**src/rtl/alu_pkg.sv**
```systemverilog
// Shared opcode encodings and flag bit positions for the pipelined ALU.
package alu_pkg;

    localparam int OP_W      = 4;
    localparam int NUM_FLAGS = 4;

    localparam int FLAG_Z = 0;
    localparam int FLAG_N = 1;
    localparam int FLAG_C = 2;
    localparam int FLAG_V = 3;

    // 0-6 match the legacy combinational ALU encoding
    localparam logic [OP_W-1:0] OP_ZERO  = 4'd0;
    localparam logic [OP_W-1:0] OP_ADD   = 4'd1;
    localparam logic [OP_W-1:0] OP_SUB   = 4'd2;
    localparam logic [OP_W-1:0] OP_AND   = 4'd3;
    localparam logic [OP_W-1:0] OP_OR    = 4'd4;
    localparam logic [OP_W-1:0] OP_NOTA  = 4'd5;
    localparam logic [OP_W-1:0] OP_NOTB  = 4'd6;
    localparam logic [OP_W-1:0] OP_XOR   = 4'd7;
    localparam logic [OP_W-1:0] OP_SHL   = 4'd8;
    localparam logic [OP_W-1:0] OP_SHR   = 4'd9;
    localparam logic [OP_W-1:0] OP_SRA   = 4'd10;
    localparam logic [OP_W-1:0] OP_PASSA = 4'd11;
    localparam logic [OP_W-1:0] OP_SLT   = 4'd12;

endpackage

```
**src/rtl/alu_core.sv**
```systemverilog
// Combinational ALU datapath: result and {V,C,N,Z} flags from registered operands.
// Optional ALU_SAT_EN clamps ADD/SUB to signed max/min on overflow.
module alu_core
    import alu_pkg::*;
#(
    parameter int WIDTH = 8
) (
    input  logic [WIDTH-1:0]     a,
    input  logic [WIDTH-1:0]     b,
    input  logic [OP_W-1:0]      op,
    output logic [WIDTH-1:0]     result,
    output logic [NUM_FLAGS-1:0] flags
);

    localparam int SHW = $clog2(WIDTH);

    logic signed [WIDTH-1:0] a_s;
    logic signed [WIDTH-1:0] b_s;
    logic [SHW-1:0]          shamt;
    logic [WIDTH:0]          sum;
    logic [WIDTH:0]          diff;
    logic                    add_v;
    logic                    sub_v;
    logic [WIDTH:0]          shl_ext;
    logic [WIDTH:0]          shr_ext;
    logic signed [WIDTH:0]   sra_ext;
    logic [WIDTH-1:0]        res;
    logic                    c;
    logic                    v;

`ifdef ALU_SAT_EN
    // On overflow the true result has the sign of A for both ADD and SUB
    function automatic logic [WIDTH-1:0] saturate(input logic [WIDTH-1:0] wrapped,
                                                  input logic ovf,
                                                  input logic a_sign);
        if (!ovf)
            return wrapped;
        return a_sign ? {1'b1, {(WIDTH-1){1'b0}}} : {1'b0, {(WIDTH-1){1'b1}}};
    endfunction
`endif

    assign a_s   = a;
    assign b_s   = b;
    assign shamt = b[SHW-1:0];

    assign sum   = {1'b0, a} + {1'b0, b};
    assign diff  = {1'b0, a} - {1'b0, b};
    assign add_v = (a[WIDTH-1] == b[WIDTH-1]) && (sum[WIDTH-1]  != a[WIDTH-1]);
    assign sub_v = (a[WIDTH-1] != b[WIDTH-1]) && (diff[WIDTH-1] != a[WIDTH-1]);

    // One guard bit past the result catches the last bit shifted out
    assign shl_ext = {1'b0, a} << shamt;
    assign shr_ext = {a, 1'b0} >> shamt;
    assign sra_ext = $signed({a, 1'b0}) >>> shamt;

    always_comb begin
        res = '0;
        c   = 1'b0;
        v   = 1'b0;
        case (op)
            OP_ZERO:  res = '0;
            OP_ADD: begin
                c = sum[WIDTH];
                v = add_v;
`ifdef ALU_SAT_EN
                res = saturate(sum[WIDTH-1:0], add_v, a[WIDTH-1]);
`else
                res = sum[WIDTH-1:0];
`endif
            end
            OP_SUB: begin
                c = diff[WIDTH];
                v = sub_v;
`ifdef ALU_SAT_EN
                res = saturate(diff[WIDTH-1:0], sub_v, a[WIDTH-1]);
`else
                res = diff[WIDTH-1:0];
`endif
            end
            OP_AND:   res = a & b;
            OP_OR:    res = a | b;
            OP_NOTA:  res = ~a;
            OP_NOTB:  res = ~b;
            OP_XOR:   res = a ^ b;
            OP_SHL: begin
                res = shl_ext[WIDTH-1:0];
                c   = shl_ext[WIDTH];
            end
            OP_SHR: begin
                res = shr_ext[WIDTH:1];
                c   = shr_ext[0];
            end
            OP_SRA: begin
                res = sra_ext[WIDTH:1];
                c   = sra_ext[0];
            end
            OP_PASSA: res = a;
            OP_SLT:   res = {{(WIDTH-1){1'b0}}, (a_s < b_s)};
            default:  res = '0;
        endcase
    end

    always_comb begin
        result         = res;
        flags          = '0;
        flags[FLAG_V]  = v;
        flags[FLAG_C]  = c;
        flags[FLAG_N]  = res[WIDTH-1];
        flags[FLAG_Z]  = (res == '0);
    end

endmodule

```
**src/rtl/alu_pipe.sv**
```systemverilog
// Two-stage valid/ready ALU pipeline: S1 holds operands, S2 holds result and flags.
// Build with ALU_SAT_EN defined for saturating ADD/SUB.
module alu_pipe
    import alu_pkg::*;
#(
    parameter int WIDTH = 8
) (
    input  logic                 clk,
    input  logic                 rst_n,
    input  logic                 in_valid,
    output logic                 in_ready,
    input  logic [WIDTH-1:0]     A,
    input  logic [WIDTH-1:0]     B,
    input  logic [OP_W-1:0]      Op,
    output logic                 out_valid,
    input  logic                 out_ready,
    output logic [WIDTH-1:0]     alu_out,
    output logic [NUM_FLAGS-1:0] flags
);

    logic                 s1_valid;
    logic                 s2_valid;
    logic                 s1_adv;
    logic [WIDTH-1:0]     s1_a;
    logic [WIDTH-1:0]     s1_b;
    logic [OP_W-1:0]      s1_op;
    logic [WIDTH-1:0]     core_result;
    logic [NUM_FLAGS-1:0] core_flags;

    assign s1_adv    = ~s2_valid | out_ready;
    assign in_ready  = ~s1_valid | s1_adv;
    assign out_valid = s2_valid;

    // Stage 1: operand capture
    always_ff @(posedge clk or negedge rst_n) begin
        if (!rst_n)
            s1_valid <= 1'b0;
        else if (in_ready)
            s1_valid <= in_valid;
    end

    always_ff @(posedge clk) begin
        if (in_ready && in_valid) begin
            s1_a  <= A;
            s1_b  <= B;
            s1_op <= Op;
        end
    end

    alu_core #(
        .WIDTH (WIDTH)
    ) u_core (
        .a      (s1_a),
        .b      (s1_b),
        .op     (s1_op),
        .result (core_result),
        .flags  (core_flags)
    );

    // Stage 2: result register, held while the consumer stalls
    always_ff @(posedge clk or negedge rst_n) begin
        if (!rst_n) begin
            s2_valid <= 1'b0;
            alu_out  <= '0;
            flags    <= '0;
        end else if (s1_adv) begin
            s2_valid <= s1_valid;
            if (s1_valid) begin
                alu_out <= core_result;
                flags   <= core_flags;
            end
        end
    end

endmodule

```
**config.mk**
```make
export PLATFORM = sky130hd
export DESIGN_NAME = alu_pipe
export DESIGN_NICKNAME = d
export VERILOG_FILES = /design/src/rtl/alu_pkg.sv /design/src/rtl/alu_core.sv /design/src/rtl/alu_pipe.sv
export SDC_FILE = /design/constraint.sdc
export NUM_CORES = 1
export LEC_CHECK = 0
export CAP_MARGIN = 40
export CORE_MARGIN = 2
export CORE_UTILIZATION = 45
export DETAILED_ROUTE_END_ITERATION = 16
export GPL_TIMING_DRIVEN = 0
export PLACE_DENSITY = 0.68
export SLEW_MARGIN = 20
export SYNTH_ARGS = -nofsm -noshare
export SYNTH_HDL_FRONTEND = slang
export SYNTH_SLANG_ARGS = --single-unit
```
**constraint.sdc**
```tcl
create_clock -name clk -period 3.6 [get_ports clk]
set_clock_uncertainty 0.1 [all_clocks]
set_input_delay 0.72 -clock clk [delete_from_list [all_inputs] [get_ports clk]]
set_output_delay 0.72 -clock clk [all_outputs]
set_load 0.05 [all_outputs]
```
==> flow_metrics.env, run 1 <==
export IMPL_numPortBuffers=37
export IMPL_rsz0062_at_grt="no"
export IMPL_final_setup_viol_count=0
export IMPL_path_delay_family="compound AO/OA/AOI/OAI gates"
export IMPL_cts_setup_buffers=0
export IMPL_wirelength_um=10300
export IMPL_ys_seq_area_frac=0.272
export IMPL_gp_congestion=1.06
export IMPL_dr_pass1_iters=5
export IMPL_powerDensity_nw_per_um2=340
export IMPL_timing_final_max_slew_violations=0
export IMPL_critPathArrivalTime_ns=3.52
export IMPL_cp_required_ns=3.73
export IMPL_grt_pass1_wl_um=16400
export IMPL_synth_compound_area_frac=0.227
export IMPL_critPathBufInv=0
export IMPL_drt_initial_drc_count=448
export IMPL_synth_distinct_cells=74
export IMPL_initial_utilization=0.467
export IMPL_ir_drop_mv=0.163
export IMPL_num_rows=31
export IMPL_drc_errors=0
export IMPL_final_common_cell="clkdlybuf4s50_1"
export IMPL_grt_max_degree=17
export IMPL_worstPathMaxFanout=6
export IMPL_maxCapViolCount=0
export IMPL_syn_avg_cell_area_um2=9.37
export IMPL_ios=38
export IMPL_crit_end="flags[0]"
export IMPL_r2r_cells=8
export IMPL_met3_usage=0.0415
export IMPL_ys_seq_elements=33
export IMPL_synth_cells=363
export IMPL_critical_path_depth=8
export IMPL_die_area_um2=8270
export IMPL_synth_xor_area_frac=0.00772
export IMPL_cpMaxStageDelayCell="a2111oi_1"
export IMPL_drive_gt1_frac=0.137
export IMPL_startpoint_type="register"
export IMPL_synth_ff_type="edfxtp_1"
export IMPL_timing_hold_ws_ns=0.384
export IMPL_synthArstFlopShare=0.394
export IMPL_p_leak_nw=1.65
export IMPL_dpl_instance_area_um2=3940
export IMPL_synth_cell_area_um2=3400
export IMPL_ctsHoldBuffers=0
export IMPL_use_met1=0.347
export IMPL_die_height_um=91.0
export IMPL_dp_cells=500
export IMPL_fmax_mhz=295
export IMPL_maxSlewHeadroom=0.404
export IMPL_final_nets=461
export IMPL_met2_usage=0.387
export IMPL_ant_nets=0
export IMPL_wl_per_cell_um=20.2
export IMPL_synth_adder_area_share=0.111
export IMPL_die_x_um=91.0
export IMPL_vias=3226
export IMPL_critPathMaxStageDelay_ns=0.59
export IMPL_synth_edf_count=20
export IMPL_crit_path_cell_trace="ha_1 -> fa_1 -> a221o_1 -> a22o_1 -> a2111oi_1 -> nand3_1 -> nor4_2 -> a32o_1"
export IMPL_path_class="register to register"
export IMPL_cts_repair_resized=1
export IMPL_synthMuxAreaShare=0.124
export IMPL_antenna_cells=0
export IMPL_final_util=0.553
export IMPL_r2r_slack_ns=0.21
export IMPL_areaGrowthSynthToFinish_pct=18.4
export IMPL_synth_top_family_by_area="compound AO/OA/AOI/OAI gates"
export IMPL_finalHoldViolations=0
export IMPL_clkSinkCount=33
export IMPL_fin_area_um2=4030
export IMPL_hold_path_class="register to register"
export IMPL_synth_warnings=0
export IMPL_antenna_found_initial=0
export IMPL_worstMarginPinSlew_ns=0.892
export IMPL_grt_pass1_vias=3040
export IMPL_r2r_start="s1_b[0]"
export IMPL_period_share=0.943
export IMPL_cts_tree="yes"
export IMPL_endpoint_kind="register"
export IMPL_status="finished, final reports clean"
export IMPL_root_buffer="clkbuf_8"
export IMPL_hpwl_um=7770
export IMPL_clk_latency_ns=0.29
export IMPL_synth_simple_area_share=0.179
export IMPL_synth_fp_nets=416
export IMPL_instances_no_fill=508
export IMPL_layout_min_cycle_time_ns=3.39
export IMPL_grt_overflow=0
export IMPL_worstReg2RegEnd="flags[0]"
export IMPL_grt_busiest_layer="met2"
export IMPL_most_common_layout_cells="37 x clkdlybuf4s50_1, 30 x nand2_1, 27 x ha_1, 21 x inv_1, 20 x edfxtp_1"
export IMPL_fp_coreArea_um2=7290
export IMPL_detail_route_vias_per_cell=6.35
export IMPL_clk_path_buf_depth=2
export IMPL_startpoint="s1_b[0]"
export IMPL_path_clk_slew_ns=0.08
export IMPL_htree_levels=2
export IMPL_numCtsBuffers=5
export IMPL_grt_total_usage=0.250
export IMPL_power_mw=1.37
==> layout make-up <==
cell class                 instances  area, µm²
multi-input combinational        278       2220
clock buffer                       5       68.8
sequential                        33        926
tap                               99        124
clock inverter                     3       16.3
timing repair buffer              38        398
fill                             686       3260
buffer                            29        183
inverter                          23       88.8
==> worst min-delay path, cell delays in order (launching register included) <==
cell	delay (ns)
dfrtp_1	0.35
nand2_1	0.04
o21ai_0	0.06
==> kinds of logic (layout without fill, tap and decap cells) <==
family / after synthesis / after routing
and+or+nand+nor: 111 / 111
AOI/OAI and AO/OA: 102 / 102
buffers and inverters: 52 / 98
muxes: 33 / 33
DFF: 33 / 33
adders and majority gates: 29 / 29
xor gates and xnor gates: 3 / 3
==> stage by stage <==
step	setup TNS [ns]	setup slack, ns
floorplan	0	0.584
detailed placement	-0.147	-0.144
global placement	-0.211	-0.177
CTS	0	0.0478
finish	0	0.206
global route	0	0.0977
==> sequential cells by signal, indices dropped and copies added, names as in the netlist <==
signal and flops:
s1_valid 1, alu_out 7, s1_b 8, out_valid 1, s1_a 8, flags 4, s1_op 4
==> worst min path at each step <==
stage | from | to | slack, ns | cells past startpoint
2_1_floorplan | rst_n | alu_out[0] | 0.32 | 0
3_3_place_gp | alu_out[0] | alu_out[0] | 0.36 | 1
3_5_place_dp | alu_out[2] | alu_out[2] | 0.37 | 2
4_1_cts | alu_out[2] | alu_out[2] | 0.39 | 2
5_1_grt | alu_out[4] | alu_out[4] | 0.41 | 1
6_report | alu_out[2] | alu_out[2] | 0.38 | 2
==> cells in the mapped netlist, types with 3 or more instances <==
master | instances | area, µm²
inv_1 | 21 | 78.8
mux2i_1 | 19 | 190
buf_2 | 8 | 40.0
nand3_1 | 9 | 45.0
or3_1 | 4 | 25.0
buf_4 | 9 | 67.6
nor3b_1 | 5 | 37.5
a22oi_1 | 3 | 22.5
dfrtp_1 | 13 | 325
edfxtp_1 | 20 | 601
o221ai_1 | 3 | 26.3
nand2b_1 | 10 | 62.6
a221oi_1 | 4 | 35.0
mux4_2 | 5 | 113
buf_6 | 4 | 45.0
a21o_1 | 6 | 45.0
clkbuf_1 | 8 | 30.0
nand4_1 | 3 | 18.8
o21bai_1 | 3 | 22.5
o31ai_1 | 5 | 37.5
o211ai_1 | 3 | 22.5
o21ai_0 | 14 | 70.1
ha_1 | 27 | 338
mux2_2 | 6 | 67.6
nor3_1 | 5 | 25.0
a21oi_1 | 15 | 75.1
nor2_1 | 18 | 67.6
a31oi_1 | 3 | 18.8
a221o_1 | 3 | 30.0
a211o_1 | 3 | 26.3
o22ai_1 | 3 | 18.8
nor2b_1 | 8 | 50.1
a211oi_1 | 8 | 60.1
nand2_1 | 30 | 113
a2111oi_0 | 4 | 35.0
==> report_power, final <==
| group | internal, mW | total, mW | switching, mW |
|---|---|---|---|
| Sequential | 0.447 | 0.486 | 0.0391 |
| Clock | 0.134 | 0.288 | 0.154 |
| Combinational | 0.236 | 0.595 | 0.359 |
| Total | 0.817 | 1.37 | 0.551 |
==> routing by layer <==
layer  routed length, µm  share of wire  vias up
li1                    -              -     1462
met1                4430           0.43     1542
met2                4630           0.45      188
met3                 827          0.080       34
met4                 399          0.039        0
met5                   0              0        -
Power figures use the tool's default switching activity.
==> run 2: changes to the inputs <==
Settings changed: CORE_UTILIZATION 45 to 29, MAX_ROUTING_LAYER from default to met4, PLACE_DENSITY 0.68 to 0.49.
==> flow_metrics.env, run 2 (synthesized netlist as in run 1, its figures left out) <==
export IMPL_maxSlewHeadroom=0.511
export IMPL_fp_coreArea_um2=11400
export IMPL_largestRegisters="s1_a: 8 flops, s1_b: 8 flops, alu_out: 7 flops"
export IMPL_final_common_cell="clkdlybuf4s50_1"
export IMPL_clk_latency_ns=0.29
export IMPL_hold_start="alu_out[2]"
export IMPL_status="finished, final reports clean"
export IMPL_die_x_um=112
export IMPL_clock_power_share=0.292
export IMPL_grt_total_usage=0.184
export IMPL_dpl_instance_area_um2=3990
export IMPL_antenna_cells=0
export IMPL_gp_congestion=0.960
export IMPL_grt_pass1_wl_um=17500
export IMPL_die_height_um=112
export IMPL_seqPwrFrac=0.316
export IMPL_hpwl_um=8720
export IMPL_cts_tree="yes"
export IMPL_maxCapViolCount=0
export IMPL_grt_max_degree=17
export IMPL_hold_end="alu_out[2]"
export IMPL_finalHoldViolations=0
export IMPL_top_layer="met4"
export IMPL_drt_initial_drc_count=298
export IMPL_detail_route_vias_per_cell=5.68
export IMPL_p_int_mw=0.961
export IMPL_root_buffer="clkbuf_16"
export IMPL_wl_met3_um=663
export IMPL_path_class="register to register"
export IMPL_final_nets=466
export IMPL_timing_final_max_slew_violations=0
export IMPL_rsz0062_at_grt="no"
export IMPL_critPathArrivalTime_ns=3.53
export IMPL_startpoint_type="register"
export IMPL_cp_required_ns=3.71
export IMPL_fin_area_um2=4160
export IMPL_dp_cells=546
export IMPL_antenna_found_initial=0
export IMPL_startpoint="s1_b[2]"
export IMPL_die_area_um2=12600
export IMPL_wl_per_cell_um=20.2
export IMPL_htree_levels=2
export IMPL_clkSinkCount=33
export IMPL_comb_power_share=0.392
export IMPL_num_rows=39
export IMPL_drive_gt1_frac=0.140
export IMPL_most_common_layout_cells="37 x clkdlybuf4s50_1, 30 x nand2_1, 27 x ha_1, 21 x inv_1, 20 x edfxtp_1"
export IMPL_dr_wl_met2_um=5230
export IMPL_instances_no_fill=557
export IMPL_worstPathMaxFanout=11
export IMPL_hold_depth=2
export IMPL_final_util=0.365
export IMPL_r2r_start="s1_b[2]"
export IMPL_worstMarginPinSlew_ns=0.714
export IMPL_hold_path_class="register to register"
export IMPL_p_switching_mw=0.575
export IMPL_grt_overflow=0
export IMPL_dr_pass1_iters=4
export IMPL_numPortBuffers=37
export IMPL_grt_pass1_vias=2998
export IMPL_r2r_cells=11
export IMPL_worstReg2RegEnd="flags[0]"
export IMPL_ctsHoldBuffers=0
export IMPL_final_setup_viol_count=0
export IMPL_numCtsBuffers=5
export IMPL_p_leak_nw=1.69
export IMPL_vias=3163
export IMPL_ios=38
export IMPL_fmax_mhz=293
export IMPL_drc_errors=0
export IMPL_period_share=0.948
export IMPL_r2r_slack_ns=0.19
export IMPL_p_sw_frac=0.374
export IMPL_fill_cells=1195
export IMPL_power_mw=1.54
export IMPL_ant_nets=0
export IMPL_path_clk_slew_ns=0.06
export IMPL_endpoint_kind="register"
export IMPL_clk_path_buf_depth=2
export IMPL_powerDensity_nw_per_um2=369
export IMPL_areaGrowthSynthToFinish_pct=22.4
export IMPL_initial_utilization=0.298
export IMPL_ir_drop_mv=0.196
export IMPL_drt_met1_wl_um=5100
export IMPL_wirelength_um=11300
export IMPL_layout_min_cycle_time_ns=3.41
run 2: per-layer routing:
| metal | vias up | global-route usage |
|---|---|---|
| li1 | 1471 | - |
| met1 | 1532 | 0.249 |
| met2 | 139 | 0.287 |
| met3 | 21 | 0.0281 |
| met4 | 0 | 0.0553 |
| met5 | - | - |
run 2: worst max path at each step:
stage	to	slack, ns	cells after the start
after floorplan	flags[0]	0.58	11
after global placement	flags[0]	-0.23	10
after detailed placement	flags[0]	-0.13	11
after CTS	flags[0]	0.06	11
after global routing	flags[0]	0.003	11
final	flags[0]	0.19	11
run 2: what timing repair did:
item,CTS,global route
pin swaps,0,0
gates resized for setup,1,2
setup endpoints to repair,2,2
buffers inserted,0,3
run 2: layout make-up:
class	instances	area, µm²	area share
multi-input cells	278	2220	0.533
flip-flops and latches	33	926	0.222
repair buffers	43	417	0.100
plain buffers	29	185	0.0445
well taps	143	179	0.0430
clock buffers	7	143	0.0343
inverters	23	88.8	0.0213
clock inverters	1	6.26	0.00150
run 2: per-stage QoR:
step | setup TNS [ns] | hold slack (ns) | setup WS (ns)
floorplan | 0 | 0.324 | 0.584
global placement | -0.313 | 0.366 | -0.235
detailed placement | -0.156 | 0.377 | -0.132
CTS | 0 | 0.389 | 0.0648
global route | 0 | 0.408 | 0.00297
finish | 0 | 0.379 | 0.189
run 2: power groups by stage:
stage	Clock [mW]	Sequential [mW]	Combinational [mW]
CTS	0.459	0.488	0.592
finish	0.448	0.485	0.603
global route	0.482	0.492	0.644
detailed placement	0	0.495	0.590
global placement	0	0.494	0.584
floorplan	0	0.575	0.309
run 2: worst max-delay path, cell delays in order (launching register included):
cell	delay, ns
edfxtp_1	0.49
clkbuf_4	0.25
inv_4	0.15
ha_1	0.25
buf_2	0.17
nand2b_1	0.18
a211oi_1	0.33
o31ai_1	0.13
mux2i_1	0.14
or4_1	0.61
nor4_2	0.33
a32o_1	0.20
